`src/rtl/uart_axis_rx.sv`:
```
// UART 8N1 receiver feeding an AXI-Stream byte source through a small elastic FIFO.
// Define UART_RX_IDLE_TLAST_EN to force tlast on the last queued byte after a long idle line.
module uart_axis_rx #(
  parameter int         BAUD_DIV   = 16,
  parameter int         FIFO_DEPTH = 16,
  parameter logic [7:0] EOL_CHAR   = 8'h0A,
  parameter int         IDLE_BITS  = 20
) (
  input  logic       i_clk,
  input  logic       i_rst_n,
  input  logic       i_uart_rx,
  output logic [7:0] o_tdata,
  output logic       o_tlast,
  output logic       o_tvalid,
  input  logic       i_tready,
  output logic       o_frame_err,
  output logic       o_overflow
);

  localparam int CNT_W  = $clog2(BAUD_DIV);
  localparam int ADDR_W = $clog2(FIFO_DEPTH);
  localparam int PTR_W  = ADDR_W + 1;
  localparam logic [CNT_W-1:0] HALF_LOAD = CNT_W'(BAUD_DIV / 2 - 1);
  localparam logic [CNT_W-1:0] FULL_LOAD = CNT_W'(BAUD_DIV - 1);
  localparam logic [CNT_W-1:0] CNT_ONE   = CNT_W'(1);

  // Out-of-range parameters leave this marker block in the elaborated hierarchy.
  if (BAUD_DIV < 4 || FIFO_DEPTH < 2 || (FIFO_DEPTH & (FIFO_DEPTH - 1)) != 0 ||
      IDLE_BITS < 1) begin : g_illegal_params
  end

  typedef enum logic [2:0] {
    IDLE,
    START,
    DATA,
    STOP,
    BREAK
  } state_t;

  state_t           state_q, state_d;
  logic [CNT_W-1:0] cnt_q, cnt_d;
  logic [2:0]       bit_idx_q, bit_idx_d;
  logic [7:0]       shift_q, shift_d;
  logic             rx_meta, rx_s;
  logic             push, frame_err_d, start_det;

  logic [8:0]       mem [FIFO_DEPTH];
  logic [PTR_W-1:0] wr_ptr, rd_ptr;
  logic             empty, full, pop, push_ok, drop;
  logic [8:0]       head;

  always_ff @(posedge i_clk or negedge i_rst_n) begin
    if (!i_rst_n) begin
      rx_meta <= 1'b1;
      rx_s    <= 1'b1;
    end else begin
      rx_meta <= i_uart_rx;
      rx_s    <= rx_meta;
    end
  end

  always_ff @(posedge i_clk or negedge i_rst_n) begin
    if (!i_rst_n) begin
      state_q   <= IDLE;
      cnt_q     <= '0;
      bit_idx_q <= '0;
      shift_q   <= '0;
    end else begin
      state_q   <= state_d;
      cnt_q     <= cnt_d;
      bit_idx_q <= bit_idx_d;
      shift_q   <= shift_d;
    end
  end

  // Every sample point is reached when the bit-time counter runs out; START waits half a bit.
  always_comb begin
    state_d     = state_q;
    cnt_d       = cnt_q;
    bit_idx_d   = bit_idx_q;
    shift_d     = shift_q;
    push        = 1'b0;
    frame_err_d = 1'b0;
    start_det   = 1'b0;
    case (state_q)
      IDLE: begin
        if (!rx_s) begin
          start_det = 1'b1;
          cnt_d     = HALF_LOAD;
          state_d   = START;
        end
      end
      START: begin
        if (cnt_q != '0) begin
          cnt_d = cnt_q - CNT_ONE;
        end else if (rx_s) begin
          state_d = IDLE;
        end else begin
          cnt_d     = FULL_LOAD;
          bit_idx_d = '0;
          state_d   = DATA;
        end
      end
      DATA: begin
        if (cnt_q != '0) begin
          cnt_d = cnt_q - CNT_ONE;
        end else begin
          shift_d   = {rx_s, shift_q[7:1]};
          cnt_d     = FULL_LOAD;
          bit_idx_d = bit_idx_q + 3'd1;
          if (bit_idx_q == 3'd7) begin
            state_d = STOP;
          end
        end
      end
      STOP: begin
        if (cnt_q != '0) begin
          cnt_d = cnt_q - CNT_ONE;
        end else if (rx_s) begin
          push    = 1'b1;
          state_d = IDLE;
        end else begin
          frame_err_d = 1'b1;
          state_d     = BREAK;
        end
      end
      BREAK: begin
        if (rx_s) begin
          state_d = IDLE;
        end
      end
      default: state_d = IDLE;
    endcase
  end

  assign empty   = (wr_ptr == rd_ptr);
  assign full    = (wr_ptr[ADDR_W] != rd_ptr[ADDR_W]) &&
                   (wr_ptr[ADDR_W-1:0] == rd_ptr[ADDR_W-1:0]);
  assign pop     = o_tvalid & i_tready;
  assign push_ok = push & (~full | pop);
  assign drop    = push & full & ~pop;

`ifdef UART_RX_IDLE_TLAST_EN
  localparam int IDLE_CYCLES = IDLE_BITS * BAUD_DIV;
  localparam int IDLE_W      = $clog2(IDLE_CYCLES + 1);
  localparam logic [IDLE_W-1:0] IDLE_LAST = IDLE_W'(IDLE_CYCLES - 1);

  logic [IDLE_W-1:0] idle_cnt;
  logic              idle_armed;
  logic [PTR_W-1:0]  last_ptr, last_ofs, occupancy;
  logic              last_in_fifo, force_tlast;

  // The last pushed entry is still queued when its offset from the read pointer is below the occupancy.
  assign last_ofs     = last_ptr - rd_ptr;
  assign occupancy    = wr_ptr - rd_ptr;
  assign last_in_fifo = (last_ofs < occupancy);
  assign force_tlast  = idle_armed && (state_q == IDLE) && !start_det &&
                        (idle_cnt == IDLE_LAST) && last_in_fifo &&
                        !(pop && (rd_ptr == last_ptr));

  always_ff @(posedge i_clk or negedge i_rst_n) begin
    if (!i_rst_n) begin
      idle_cnt   <= '0;
      idle_armed <= 1'b0;
      last_ptr   <= '0;
    end else begin
      if (push) begin
        idle_cnt   <= '0;
        idle_armed <= 1'b1;
      end else if (start_det) begin
        idle_cnt   <= '0;
        idle_armed <= 1'b0;
      end else if (idle_armed) begin
        if (idle_cnt == IDLE_LAST) begin
          idle_armed <= 1'b0;
        end else begin
          idle_cnt <= idle_cnt + 1'b1;
        end
      end
      if (push_ok) begin
        last_ptr <= wr_ptr;
      end
    end
  end
`endif

  // Storage carries no reset; o_tvalid gates what reaches the outputs.
  always_ff @(posedge i_clk) begin
    if (push_ok) begin
      mem[wr_ptr[ADDR_W-1:0]] <= {(shift_q == EOL_CHAR), shift_q};
    end
`ifdef UART_RX_IDLE_TLAST_EN
    if (force_tlast) begin
      mem[last_ptr[ADDR_W-1:0]][8] <= 1'b1;
    end
`endif
  end

  always_ff @(posedge i_clk or negedge i_rst_n) begin
    if (!i_rst_n) begin
      wr_ptr      <= '0;
      rd_ptr      <= '0;
      o_frame_err <= 1'b0;
      o_overflow  <= 1'b0;
    end else begin
      if (push_ok) begin
        wr_ptr <= wr_ptr + 1'b1;
      end
      if (pop) begin
        rd_ptr <= rd_ptr + 1'b1;
      end
      o_frame_err <= frame_err_d;
      o_overflow  <= drop;
    end
  end

  assign head     = mem[rd_ptr[ADDR_W-1:0]];
  assign o_tvalid = ~empty;
  assign o_tdata  = o_tvalid ? head[7:0] : 8'h00;
  assign o_tlast  = o_tvalid & head[8];

endmodule

```
`config.mk`:
```
export PLATFORM = sky130hd
export DESIGN_NAME = uart_axis_rx
export DESIGN_NICKNAME = d
export VERILOG_FILES = /design/src/rtl/uart_axis_rx.sv
export SDC_FILE = /design/constraint.sdc
export NUM_CORES = 1
export LEC_CHECK = 0
export ABC_AREA = 1
export ABC_CLOCK_PERIOD_IN_PS = 2700
export CAP_MARGIN = 20
export CORE_ASPECT_RATIO = 1.5
export CORE_MARGIN = 10
export CORE_UTILIZATION = 25
export CTS_CLUSTER_DIAMETER = 60
export CTS_CLUSTER_SIZE = 40
export DETAILED_ROUTE_END_ITERATION = 6
export GPL_TIMING_DRIVEN = 0
export PLACE_DENSITY = 0.45
export SLEW_MARGIN = 20
export SYNTH_ARGS = -nofsm -noshare
export SYNTH_HDL_FRONTEND = slang
export SYNTH_SLANG_ARGS = --single-unit
```
`constraint.sdc`:
```
create_clock -name i_clk -period 2.7 [get_ports i_clk]
set_clock_uncertainty 0.05 [all_clocks]
set_input_delay 0.54 -clock i_clk [delete_from_list [all_inputs] [get_ports i_clk]]
set_output_delay 0.54 -clock i_clk [all_outputs]
set_load 0.05 [all_outputs]
```
# After elaboration in Yosys (flattened, before gate mapping)

Memory sizes are Yosys's and may differ from the RTL's.
Index checks and enable logic that the tools add are counted.

Add/sub/neg operators: 4
$mul: 0
Div/mod/pow operators: 0
$lt $le $gt $ge: 0
Equality and inequality tests: 18
Shift operators: 0
Mux-type cells: 28
Bitwise logic cells: 10
Reductions and logical operators: 9

Operators with widths:

| operator                                          | number |
|---|---|
| two-way mux 3 bit                                 | 10 |
| two-way mux 4 bit                                 | 5 |
| != test 2 bit (second input constant)             | 8 |
| one-hot mux 4 bit (4 select lines)                | 1 |
| one-hot mux 3 bit (5 select lines)                | 1 |
| adder 5 x 1 -> 5 bit (second input constant)      | 2 |
| == test 8 x 4 -> 1 bit (second input constant)    | 1 |
| two-way mux 1 bit                                 | 8 |
| two-way mux 8 bit                                 | 1 |
| AND reduction 4 bit                               | 2 |
| nonzero test 4 bit                                | 2 |
| == test 3 x 2 -> 1 bit (second input constant)    | 2 |
| == test 3 bit (second input constant)             | 2 |
| one-hot mux 3 bit (2 select lines)                | 1 |
| AND reduction 6 bit                               | 1 |
| bitwise AND 1 bit                                 | 5 |
| == test 5 bit                                     | 1 |
| == test 4 bit                                     | 1 |
| inverter 1 bit                                    | 4 |
| subtractor 4 x 1 -> 4 bit (second input constant) | 1 |
| adder 3 x 1 -> 3 bit (second input constant)      | 1 |
| == test 3 x 1 -> 1 bit (second input constant)    | 1 |
| zero test 3 bit                                   | 1 |
| != test 3 bit (second input constant)             | 1 |
| other kinds (6)                                   | 6 |

Flip-flop bits (word level): 32
Bits in latches: 0
Memory bits (writable): 144
ROM bits: 0
Input port bits: 4
Memories kept: 1

Memory list:

| name | depth | bits a word | rd ports | clocked after Yosys merged registers in | write ports | line | RTL |
|---|---|---|---|---|---|---|---|
| mem  | 16    | 9           | 1        | 0                                       | 1           | 47   | `logic [8:0] mem [FIFO_DEPTH];` |

# Depth between registers and ports, before layout

Word-level depth: 7
Mapped depth: 10

# Worst setup path after synthesis

OpenSTA, ideal clock, no wires.

Path type: register to output
From: register rd_ptr[2]
To: output port o_tdata[0]
Arrival time: 2.085 ns
Slack: 0.025 ns
Stages on the path, launching flop included: 9
Path buffers: 1
Cells stage by stage: dfrtp_1 -> buf_4 -> inv_2 -> nand2_1 -> nand2_1 -> nor2_2 -> nand3_2 -> clkinv_1 -> a21oi_1

Cells in the longest elaborated chain, start to end: 2
Elaborated cells on any way between the ends: 3
Classes of those cells: 1 x eq/ne; 1 x mux; 1 x memory

RTL lines:

| element                                              | line | RTL |
|---|---|---|
| start, declared                                      | 48   | `logic [PTR_W-1:0] wr_ptr, rd_ptr;` |
| start signal, assigned                               | 210  | `rd_ptr <= rd_ptr + 1'b1;` |
| memory (16 x 9 bit) or == test 5 bit (tied branches) | --   |  |
| two-way mux 8 bit (*)                                | 219  | `assign o_tdata = o_tvalid ? head[7:0] : 8'h00;` |
| end, declared                                        | 12   | `output logic [7:0] o_tdata,` |

Every way passes the cells marked *; elsewhere a longest branch is shown, timed or not.

# Final worst setup path

From: register rd_ptr[0]
To: output port o_tdata[5]

Same word-level chain as after synthesis.

==> impl_metrics.yaml <==
run_status:
  status: "complete, no violations"
floorplan:
  start_util_pct: 25.4
  rows: 79
  die-area_mm2: 0.0395
  die_w_um: 166
  coreArea_mm2: 0.0312
  io_pins: 16
  die_height_um: 238
power_and_ir_drop:
  irDropWorstVdd_mv: 0.649
  power_density_mw_per_mm2: 1030
  leakage_nw: 4.29
synthesis:
  yosysUniqueCellTypes: 31
  synthCells: 827
  yosysWarnings: 0
  syn_area_mm2: 0.00795
  synth_nets: 839
  ys_ff_latch: 176
  yosysSeqAreaShare_pct: 64.5
  avgSynthCellArea_um2: 9.61
setup_path:
  arrival_ps: 2070
  worstSetupStartpointType: "flip-flop"
  cp-startpoint: "rd_ptr[0]"
  path_common_cell: "nand2_1"
  cp-end-kind: "primary output"
  critPathRequiredTime_ps: 2110
  worstPathMaxFanout: 10
  crit_path_cell_trace: "inv_2 > buf_12 > buf_6 > nand2_1 > nand2_1 > nand2_1 > nand3_1 > nand3_1 > a21oi_2 > buf_6"
  reg2reg_from: "cnt_q[0]"
  r2r_slack_ps: 240
  cp_slowest_cell: "dfrtp_1"
  r2r_cells: 9
  path_class: "reg -> out"
  timing.rr.end: "mem[6][4]"
  cpPeakStageDelay_ps: 430
drt:
  avgRoutedWirePerCell_um: 16.5
  drt_wl_total_um: 21400
  ant_nets: 0
  vias_per_cell: 4.15
  dr.pass1.iters: 4
  vias: 5384
  first_iter_violations: 290
  drc: 0
global_route:
  antenna_found_initial: 0
  gr-usage-met1_pct: 11.8
  grt_overflow: 0
  grt_max_degree: 22
  grt_usage_pct: 11.1
  grt_first_pass_wirelength_um: 32200
  grt_pass1_vias: 5338
  grt.busiest_layer: "met2"
  grt_use_met3_pct: 2.09
  gr-usage-met2_pct: 20.9
clock_network:
  clockBufferDepth: 2
  cts_tree: "built"
  cts_root_buf: "clkbuf_16"
  cts.sinks: 176
  clkTransAtPathRegs_ps: 60
  cts_buffers: 17
  insertion_delay_ps: 440
  htreeDepth: 4
min_path:
  hold_start: "rx_meta"
  holdPathStages: 0
  worstHoldEndpoint: "rx_s"
  hp-class: "reg -> reg"
final_layout:
  final_common_cell: "nand2_1"
  drive_gt1_share_pct: 18.6
  nets: 892
  area_delta_synth_final_pct: 24.2
  final_core_util_pct: 31.6
  instances_no_fill: 1298
  final_area_mm2: 0.00987
  final_cell_mix: "301 x nand2_1, 144 x edfxtp_1, 127 x inv_1, 63 x nand3_1, 29 x dfrtp_1"
  diodes: 0
timing:
  tightest_slew_ps: 855
  max_freq_mhz: 375
  final_max_slew_viol_count: 0
  fin_ws_ps: 36.5
  rsz0062_at_grt: "true"
  period_share_pct: 98.6
  setup_violations: 0
  hold_viol_final: 0
  max_slew_margin_pct: 43.0
  min_period_ps: 2660
placed_design:
  place.port_buffers: 15
  place_hpwl_um: 14800
  place_area_mm2: 0.00880
  place_congestion: 0.783
  dp_slack_ps: -613
  dp_cells: 1261
run:
  drv_cap: 0
## worst max-delay path by stage
stage,depth (start not counted),slack [ps],endpoint
finish,10,40,o_tdata[5]
detailed placement,9,-610,o_tdata[4]
global placement,2,-1970,mem[11][8]
global route,11,-60,o_tdata[6]
floorplan,8,30,o_tdata[0]
CTS,10,-10,o_tdata[5]
## repair_timing
item,4_1_cts,5_1_grt
endpoints found under the setup margin,10,26
hold buffers,1,0
resized for setup,125,51
hold endpoints to repair,11,0
pin swaps,6,14
setup buffers,3,1
## synthesized netlist by cell type, drive strengths merged
library cell | instances | area [um^2]
nand2 | 320 | 1220
edfxtp | 144 | 4320
inv | 132 | 495
nand3 | 81 | 415
dfrtp | 30 | 751
buf | 28 | 149
nor3 | 18 | 90.1
nor2 | 17 | 83.8
o21ai | 16 | 80.1
a21oi | 13 | 65.1
ha | 8 | 100
xor2 | 5 | 43.8
xnor2 | 3 | 26.3
clkbuf | 2 | 7.51
clkinv | 2 | 7.51
dfstp | 2 | 52.6
nand4 | 2 | 12.5
a22oi | 1 | 7.51
nor4 | 1 | 6.26
o2111ai | 1 | 8.76
or2 | 1 | 6.26
## logic make-up after synthesis
logic type               share of synthesized area [%]
adder cells (fa/ha/maj)                           1.26
flip-flops                                        64.5
XOR/XNOR                                         0.882
AND/OR/NAND/NOR                                   23.0
AO/OA/AOI/OAI                                     2.03
buffers and inverters                             8.30
## final cells by class
class	instances	area, um^2
buffer	30	318
clock buffer	20	457
clock inverter	12	184
fill	3295	21400
inverter	134	517
multi-input combinational	487	2440
sequential	176	5130
tap	405	507
timing repair buffer	34	322
## critical path, delay by kind of cell (launching register included)
| family | cells | cell delay (ps) |
|---|---|---|
| buffers and inverters | 4 | 590 |
| AO/OA/AOI/OAI | 1 | 210 |
| flip-flops | 1 | 430 |
| AND/OR/NAND/NOR | 5 | 390 |
## metrics by stage
step                hold WS, ps  setup TNS (ps)  total power, W
finish                      311               0          0.0102
global route                322            -281          0.0108
CTS                         313           -35.7          0.0101
detailed placement          301           -5200         0.00699
global placement            301          -89730         0.00697
floorplan                   194               0         0.00565
## sequential cells by signal, indices dropped and copies added (netlist names)
name,cells
mem,144
bit_idx_q,3
shift_q,8
state_q,3
o_frame_err,1
o_overflow,1
cnt_q,4
rd_ptr,5
rx_meta,1
wr_ptr,5
rx_s,1
## per-layer routing
metal  vias up  part of all wire (%)  routed length, um
met3        22                   2.2                471
met5         -                     0                  0
met4         0                   2.1                446
met1      2553                    39               8410
met2        65                    56              12100
li1       2744                     -                  -
## where the power goes
part	switching [W]	internal, W	leakage (nW)
clock	0.00105	0.00160	0.308
sequential	0.000264	0.00316	1.70
combinational	0.00269	0.00143	2.28
Note: power is estimated with default switching activity, not from simulation.
